**config.mk**
```make
export PLATFORM = sky130hd
export DESIGN_NAME = dice_display_scheduler
export DESIGN_NICKNAME = d
export VERILOG_FILES = /design/src/rtl/dice_display_scheduler.sv
export SDC_FILE = /design/constraint.sdc
export NUM_CORES = 1
export LEC_CHECK = 0
export CORE_ASPECT_RATIO = 1.4
export CORE_MARGIN = 8
export CORE_UTILIZATION = 42
export CTS_BUF_LIST = sky130_fd_sc_hd__clkbuf_16
export DETAILED_ROUTE_END_ITERATION = 8
export GPL_TIMING_DRIVEN = 1
export PLACE_DENSITY = 0.65
export SKIP_CTS_REPAIR_TIMING = 1
export SYNTH_ARGS = -nofsm -noshare
export SYNTH_HDL_FRONTEND = slang
export SYNTH_SLANG_ARGS = --single-unit
```
**constraint.sdc**
```tcl
create_clock -name clk -period 2.4 [get_ports clk]
set_clock_uncertainty 0.15 [all_clocks]
set_input_delay 0.72 -clock clk [delete_from_list [all_inputs] [get_ports clk]]
set_output_delay 0.72 -clock clk [all_outputs]
set_load 0.01 [all_outputs]
```
**src/rtl/dice_display_scheduler.sv**
```systemverilog
// Two-digit 7-segment multiplexer: alternates ones/tens commons with dead time between slots.
// New digit values are accepted only during the second gap, so each frame shows one coherent value.
module dice_display_scheduler #(
  parameter int unsigned SLOT_CYCLES  = 1024,
  parameter int unsigned BLANK_CYCLES = 16
) (
  input  logic       clk,
  input  logic       rst_n,
  input  logic       ena,
  input  logic       value_valid,
  input  logic [3:0] value_ones,
  input  logic [3:0] value_tens,
  output logic       value_ready,
  input  logic       seg_pol,
  input  logic       com_pol,
  input  logic       blank_lz,
  output logic [7:0] seg_out,
  output logic [1:0] com_out,
  output logic [1:0] com_oe
);

  typedef enum logic [1:0] {StOnes, StGap1, StTens, StGap2} state_e;

  localparam logic [15:0] SlotLast  = 16'(SLOT_CYCLES - 1);
  localparam logic [15:0] BlankLast = 16'(BLANK_CYCLES - 1);

  state_e      r_state, w_state_d;
  logic [15:0] r_cnt, w_cnt_d;
  logic        r_run;
  logic [3:0]  r_ones, r_tens, w_ones_d, w_tens_d;
  logic [7:0]  r_seg, w_seg_d;
  logic [1:0]  r_com, w_com_d;
  logic [1:0]  r_oe, w_oe_d;
  logic        w_last;
  logic [7:0]  w_pat;

  function automatic logic [7:0] seg_pattern(input logic [3:0] d);
    logic [7:0] p;
    case (d)
      4'd0:    p = 8'h3F;
      4'd1:    p = 8'h06;
      4'd2:    p = 8'h5B;
      4'd3:    p = 8'h4F;
      4'd4:    p = 8'h66;
      4'd5:    p = 8'h6D;
      4'd6:    p = 8'h7D;
      4'd7:    p = 8'h07;
      4'd8:    p = 8'h7F;
      4'd9:    p = 8'h6F;
      default: p = 8'h00;
    endcase
    return p;
  endfunction

  assign value_ready = r_run && (r_state == StGap2);

  // Digit load and dwell sequencing
  always_comb begin
    w_ones_d  = r_ones;
    w_tens_d  = r_tens;
    if (value_valid && value_ready) begin
      w_ones_d = value_ones;
      w_tens_d = value_tens;
    end

    w_last    = ((r_state == StOnes) || (r_state == StTens)) ? (r_cnt == SlotLast)
                                                             : (r_cnt == BlankLast);
    w_state_d = r_state;
    w_cnt_d   = r_cnt + 16'd1;
    // Both a stopped scheduler and one stopping now park at the start of the accept window.
    if (!r_run || !ena) begin
      w_state_d = StGap2;
      w_cnt_d   = 16'd0;
    end else if (w_last) begin
      w_cnt_d = 16'd0;
      unique case (r_state)
        StOnes:  w_state_d = StGap1;
        StGap1:  w_state_d = StTens;
        StTens:  w_state_d = StGap2;
        default: w_state_d = StOnes;
      endcase
    end
  end

  // Outputs are computed from next-state values so they switch together with the state
  always_comb begin
    w_pat   = 8'h00;
    w_seg_d = {8{~seg_pol}};
    w_com_d = {2{~com_pol}};
    w_oe_d  = ena ? 2'b11 : 2'b00;
    if (ena) begin
      if (w_state_d == StOnes) begin
        w_pat   = seg_pattern(w_ones_d);
        w_seg_d = seg_pol ? w_pat : ~w_pat;
        w_com_d = {~com_pol, com_pol};
      end else if (w_state_d == StTens) begin
        if (!(blank_lz && (w_tens_d == 4'd0))) begin
          w_pat   = seg_pattern(w_tens_d);
          w_com_d = {com_pol, ~com_pol};
        end
        w_seg_d = seg_pol ? w_pat : ~w_pat;
      end
    end
  end

  always_ff @(posedge clk or negedge rst_n) begin
    if (!rst_n) begin
      r_state <= StGap2;
      r_cnt   <= 16'd0;
      r_run   <= 1'b0;
      r_ones  <= 4'hF;
      r_tens  <= 4'hF;
      r_seg   <= 8'h00;
      r_com   <= 2'b00;
      r_oe    <= 2'b00;
    end else begin
      r_state <= w_state_d;
      r_cnt   <= w_cnt_d;
      r_run   <= ena;
      r_ones  <= w_ones_d;
      r_tens  <= w_tens_d;
      r_seg   <= w_seg_d;
      r_com   <= w_com_d;
      r_oe    <= w_oe_d;
    end
  end

  assign seg_out = r_seg;
  assign com_out = r_com;
  assign com_oe  = r_oe;

endmodule

```
==> results of run 1 <==
[cells by family after synthesis]
logic type	Yosys count	share of synthesized area, %
mux	10	5.20
xor+xnor	24	8.91
fa+ha+maj	11	5.84
simple gates	94	23.4
compound gates	38	11.8
buf+inv	24	5.04
flops	37	39.8
[routing by layer]
layer	global-route usage, %	vias up	part of all wire (%)
met5	0	-	0
met3	3.69	21	3.6
met2	25.2	49	56
li1	-	959	-
met1	14.5	981	37
met4	7.71	0	3.8
[flip-flops by register name, summed over array words and instances, names as in the netlist]
signal / flops
seg_out: 8
r_ones: 4
r_tens: 4
com_oe: 1
r_cnt: 16
r_state: 2
com_out: 2
[worst max-delay path by stage]
stage                       to  slack, ns  cells after the start
floorplan           seg_out[3]      -0.02                      8
finish              seg_out[3]      -0.05                      9
CTS                 seg_out[4]      -0.31                     11
detailed placement  seg_out[4]      -0.60                     11
global placement    seg_out[4]      -0.59                     11
global route        seg_out[4]      -0.17                     11
[critical path: stages, from the launching register on]
cell and delay (ns):
dfstp_2 0.56, ha_4 0.16, nand3_4 0.16, buf_4 0.19
mux2_4 0.29, ha_1 0.26, nor2b_4 0.13, a211oi_2 0.16
o22ai_2 0.11, xnor2_1 0.14
[synth_stat cells, types with 3 or more instances]
| master | count |
|---|---|
| a21oi_1 | 7 |
| nor4_1 | 3 |
| xnor2_1 | 16 |
| nor2b_1 | 4 |
| nand3_1 | 8 |
| nand2_1 | 11 |
| dfstp_2 | 10 |
| buf_2 | 3 |
| dfrtp_1 | 27 |
| o22ai_1 | 6 |
| inv_1 | 17 |
| ha_1 | 11 |
| mux2i_1 | 5 |
| nand2b_1 | 6 |
| o21ai_0 | 6 |
| xor2_1 | 8 |
| nand3b_1 | 5 |
| and3_2 | 3 |
| nor3b_1 | 4 |
| nor2_1 | 30 |
| nor3_1 | 5 |
[cell type report]
class,instances,share of cell area (%)
sequential,37,27.8
tap,68,2.52
timing repair buffer,67,18.2
clock buffer,5,3.71
clock inverter,3,1.11
inverter,17,1.89
multi-input combinational,178,44.8
[metrics by stage]
| step | setup slack [ns] | std cells | hold WS (ns) | instance area, um^2 |
|---|---|---|---|---|
| final | -0.0507 | 375 | 0.243 | 3380 |
| after global placement | -0.592 | 358 | 0.302 | 2980 |
| after CTS | -0.314 | 366 | 0.248 | 3140 |
| after global routing | -0.170 | 375 | 0.260 | 3380 |
| after detailed placement | -0.604 | 358 | 0.301 | 2980 |
| after floorplan | -0.0226 | 238 | 0.274 | 2430 |
[power by group]
part           internal (mW)  total [mW]  switching, mW
sequential             0.672       0.710         0.0384
clock                  0.483       0.738          0.255
combinational          0.228       0.428          0.200
total                   1.38        1.88          0.494
==> impl_metrics.toml, run 1 <==
[critical_path]
worstRegToRegCells = 9
cp.required_ns = 2.40
arrival_ns = 2.45
cp-start-kind = "flip-flop"
endpoint_kind = "flip-flop"
crit_type = "reg2reg"
rr_startpoint = "r_state[1]"
reg2reg_to = "seg_out[3]"
critPathLaunch = "r_state[1]"
ff2ff_setup_slack_ns = -0.05
path_max_fanout = 5

[clocking]
cts_made_buffers = 5
cts_tree = "built"
htree_levels = 2
cts_buffer_depth = 2
path_clk_slew_ns = 0.06
cts.sinks = 37
clkLatencyLatePin_ns = 0.29
clock-root-buffer = "clkbuf_16"

[flow_run]
drv_cap = 0

[cells_and_area]
final_util_pct = 61.6
final_common_cell = "buf_4"
diodes = 0
syn_to_final_growth_pct = 43.2
drive_gt1_share_pct = 36.2
seq_area_um2 = 938
fill_cells = 441
layout_common_cells = "35 x buf_4, 29 x nor2_1, 27 x dfrtp_1, 21 x clkdlybuf4s50_1"
multi_input_area_um2 = 1510
nets = 332

[synth]
netlist-cell-type-count = 54
yosys_register_bits = 37
synth_top_area_share_pct = 28.6
ys_top_cells_by_area = "dfrtp_1 29%, dfstp_2 11%, xnor2_1 5.9%"
synth_nets = 264
synth_area_um2 = 2360
synth-edff-count = 0
synth_ff_type = "dfrtp_1"
syn_area_per_cell_um2 = 9.91
ys_warn_count = 0
seq_area_frac_synth_pct = 39.8
synth_cells = 238
post-synth-top-area-cell = "dfrtp_1"
postSynth.asyncResetShare_pct = 100

[sta]
tightestPinTransition_ns = 0.421
setup_viol = 2
rsz0062_at_grt = "true"
relSlewSlack_pct = 71.8
finalHoldViolCount = 0
finalSetupTns_ns = -0.0537
slew_viol_final = 0
period_share_pct = 102
layout_setup_ws_ns = -0.0507
min_period_ns = 2.45
max_freq_mhz = 408

[die]
core_um2 = 5490
start_util_pct = 43.0
chipHeight_um = 105
die-area_um2 = 8300
io_pins = 28
placementRows = 32
die_x_um = 79.3

[global_route]
grt_max_degree = 38
grt_pass1_wl_um = 9350
grt_pass1_vias = 2004
grt.overflow.total = 0
track_usage_pct = 14.2
antenna_found_initial = 0

[route]
wl_per_cell_um = 16.3
routed_wl_um = 6100
drc = 0
vias_per_cell = 5.36
vias = 2010
antenna_left = 0
dr.pass1.iters = 4
drt-initial-drc-count = 59

[power_and_ir_drop]
fin_total_pwr_mw = 1.88
p_leak_nw = 1.45
cellPowerDensity_nw_per_um2 = 556
peakVddDrop_uv = 352

[status]
outcome = "finished with violations"
violations = "setup timing"

[place]
gp_congestion = 0.886
portBuffers = 27
dp_hpwl_um = 4150

[min_path]
min-delay-path-class = "in2async"
Power figures use the tool's default switching activity.
==> run 2, diff against run 1 <==
==> constraint.sdc (replaced) <==
create_clock -name clk -period 2.1 [get_ports clk]
set_clock_uncertainty 0.15 [all_clocks]
set_input_delay 0.63 -clock clk [delete_from_list [all_inputs] [get_ports clk]]
set_output_delay 0.63 -clock clk [all_outputs]
set_load 0.01 [all_outputs]
==> impl_metrics.toml, run 2 (synthesis gave the netlist of run 1 again) <==
[sta]
finalSetupTns_ns = -1.68
finalHoldViolCount = 0
relSlewSlack_pct = 71.3
setup_viol = 8
period_share_pct = 115
max_freq_mhz = 413
rsz0062_at_grt = "true"
slew_viol_final = 0
tightestPinTransition_ns = 0.427
min_period_ns = 2.42
layout_setup_ws_ns = -0.323
fin_hold_ws_ns = 0.133

[place]
placed_cells = 375
portBuffers = 27
pre_cts_ws_ns = -0.873
dp_hpwl_um = 4570
gp_congestion = 0.914

[critical_path]
worstRegToRegCells = 9
cp-start-kind = "flip-flop"
slowest_stage = "dfstp_2"
path_max_fanout = 5
crit_type = "reg2reg"
endpoint_kind = "flip-flop"
max_stage_delay_ns = 0.57
rr_startpoint = "r_state[0]"
path_cells = "ha_4 > nand3_4 > buf_4 > mux2_4 > ha_1 > nor2b_4 > a211oi_2 > o22ai_1 > xnor2_1"
reg2reg_to = "seg_out[3]"
cp.required_ns = 2.11
ff2ff_setup_slack_ns = -0.32
arrival_ns = 2.43

[power_and_ir_drop]
peakVddDrop_uv = 472
cellPowerDensity_nw_per_um2 = 595
power_frac_comb_pct = 23.8
pwr-share-clk_pct = 36.3
swShare_pct = 28.0
power.switching_mw = 0.567
internal_power_mw = 1.46
pwr-share-seq_pct = 39.9
p_leak_nw = 1.50

[route]
vias = 2027
routed_wl_um = 6160
drc = 0
drt-initial-drc-count = 86
antenna_left = 0
dr.pass1.iters = 4
vias_per_cell = 5.21
wl_per_cell_um = 15.8

[cells_and_area]
drive_gt1_share_pct = 37.7
diodes = 0
final_util_pct = 62.2
regMostFlops = "r_cnt"
nets = 346
fin_cells = 389
syn_to_final_growth_pct = 44.7
largest_reg_flops = 16
layout_common_cells = "52 x buf_4, 30 x nor2_1, 26 x dfrtp_1, 21 x clkdlybuf4s50_1, 16 x xnor2_1"
seq_area_um2 = 940
multi_input_area_um2 = 1490
final_common_cell = "buf_4"
fill_cells = 451

[min_path]
min-delay-path-class = "in2async"

[global_route]
grt_pass1_wl_um = 9780
grt_pass1_vias = 2148
track_usage_pct = 14.7
grt.overflow.total = 0
antenna_found_initial = 0
grt_max_degree = 22

[status]
outcome = "finished with violations"
violations = "setup timing"

[clocking]
clock-root-buffer = "clkbuf_16"
cts_tree = "built"
clkLatencyLatePin_ns = 0.28
htree_levels = 2
cts_made_buffers = 5
cts.sinks = 37
cts_buffer_depth = 2
path_clk_slew_ns = 0.06

[die]
start_util_pct = 43.0
chipHeight_um = 105
core_um2 = 5490
placementRows = 32
die-area_um2 = 8300
die_x_um = 79.3
io_pins = 28

[flow_run]
drv_cap = 0
==> run 2: cell count changes in the layout (fill, tap and decap cells not counted), sizes merged <==
cell and change:
buf +15, bufinv -1, clkinv +2, dlymetal6s2s -1, inv -1
==> run 2: worst max-delay path by stage <==
stage / start / to
floorplan: r_state[1] / seg_out[3]
global placement: value_valid / seg_out[4]
detailed placement: value_valid / seg_out[4]
CTS: value_valid / seg_out[4]
global route: r_state[0] / seg_out[3]
finish: r_state[0] / seg_out[3]
==> run 2: cell type report <==
cell class	instances	area share, %
multi-input cells	178	43.6
flip-flops and latches	37	27.5
repair buffers	81	20.3
clock buffers	5	3.67
well taps	68	2.49
inverters	17	1.87
clock inverters	3	0.513
==> run 2: power groups by stage <==
stage | Sequential (mW) | Clock [mW] | Combinational, mW
CTS | 0.807 | 0.754 | 0.445
detailed placement | 0.819 | 0 | 0.442
global placement | 0.818 | 0 | 0.434
floorplan | 0.813 | 0 | 0.232
finish | 0.811 | 0.736 | 0.483
global route | 0.814 | 0.782 | 0.527
==> run 2: stage by stage <==
stage,cell area (um^2),total power [mW]
after floorplan,2440,1.04
after global placement,3090,1.25
after detailed placement,3090,1.26
after CTS,3240,2.01
after global routing,3410,2.12
final,3410,2.03
==> run 2: worst max-delay path, delay by kind of cell (launching register included) <==
| family | cells | cell delay (ns) |
|---|---|---|
| AND/OR/NAND/NOR | 2 | 0.27 |
| buffers and inverters | 1 | 0.18 |
| XOR/XNOR | 1 | 0.15 |
| multiplexers | 1 | 0.29 |
| AO/OA/AOI/OAI | 2 | 0.26 |
| flip-flops | 1 | 0.57 |
| adder cells (fa/ha/maj) | 2 | 0.43 |
==> run 2: routing by layer <==
layer  global-route usage (%)  vias up  part of all wire [%]  routed length (um)
met3                     3.26       12                   3.2                 194
met1                     14.4      984                    37                2270
met2                     27.6       39                    57                3520
met5                        0        -                     0                   0
li1                         -      992                     -                   -
met4                     7.18        0                   2.7                 167
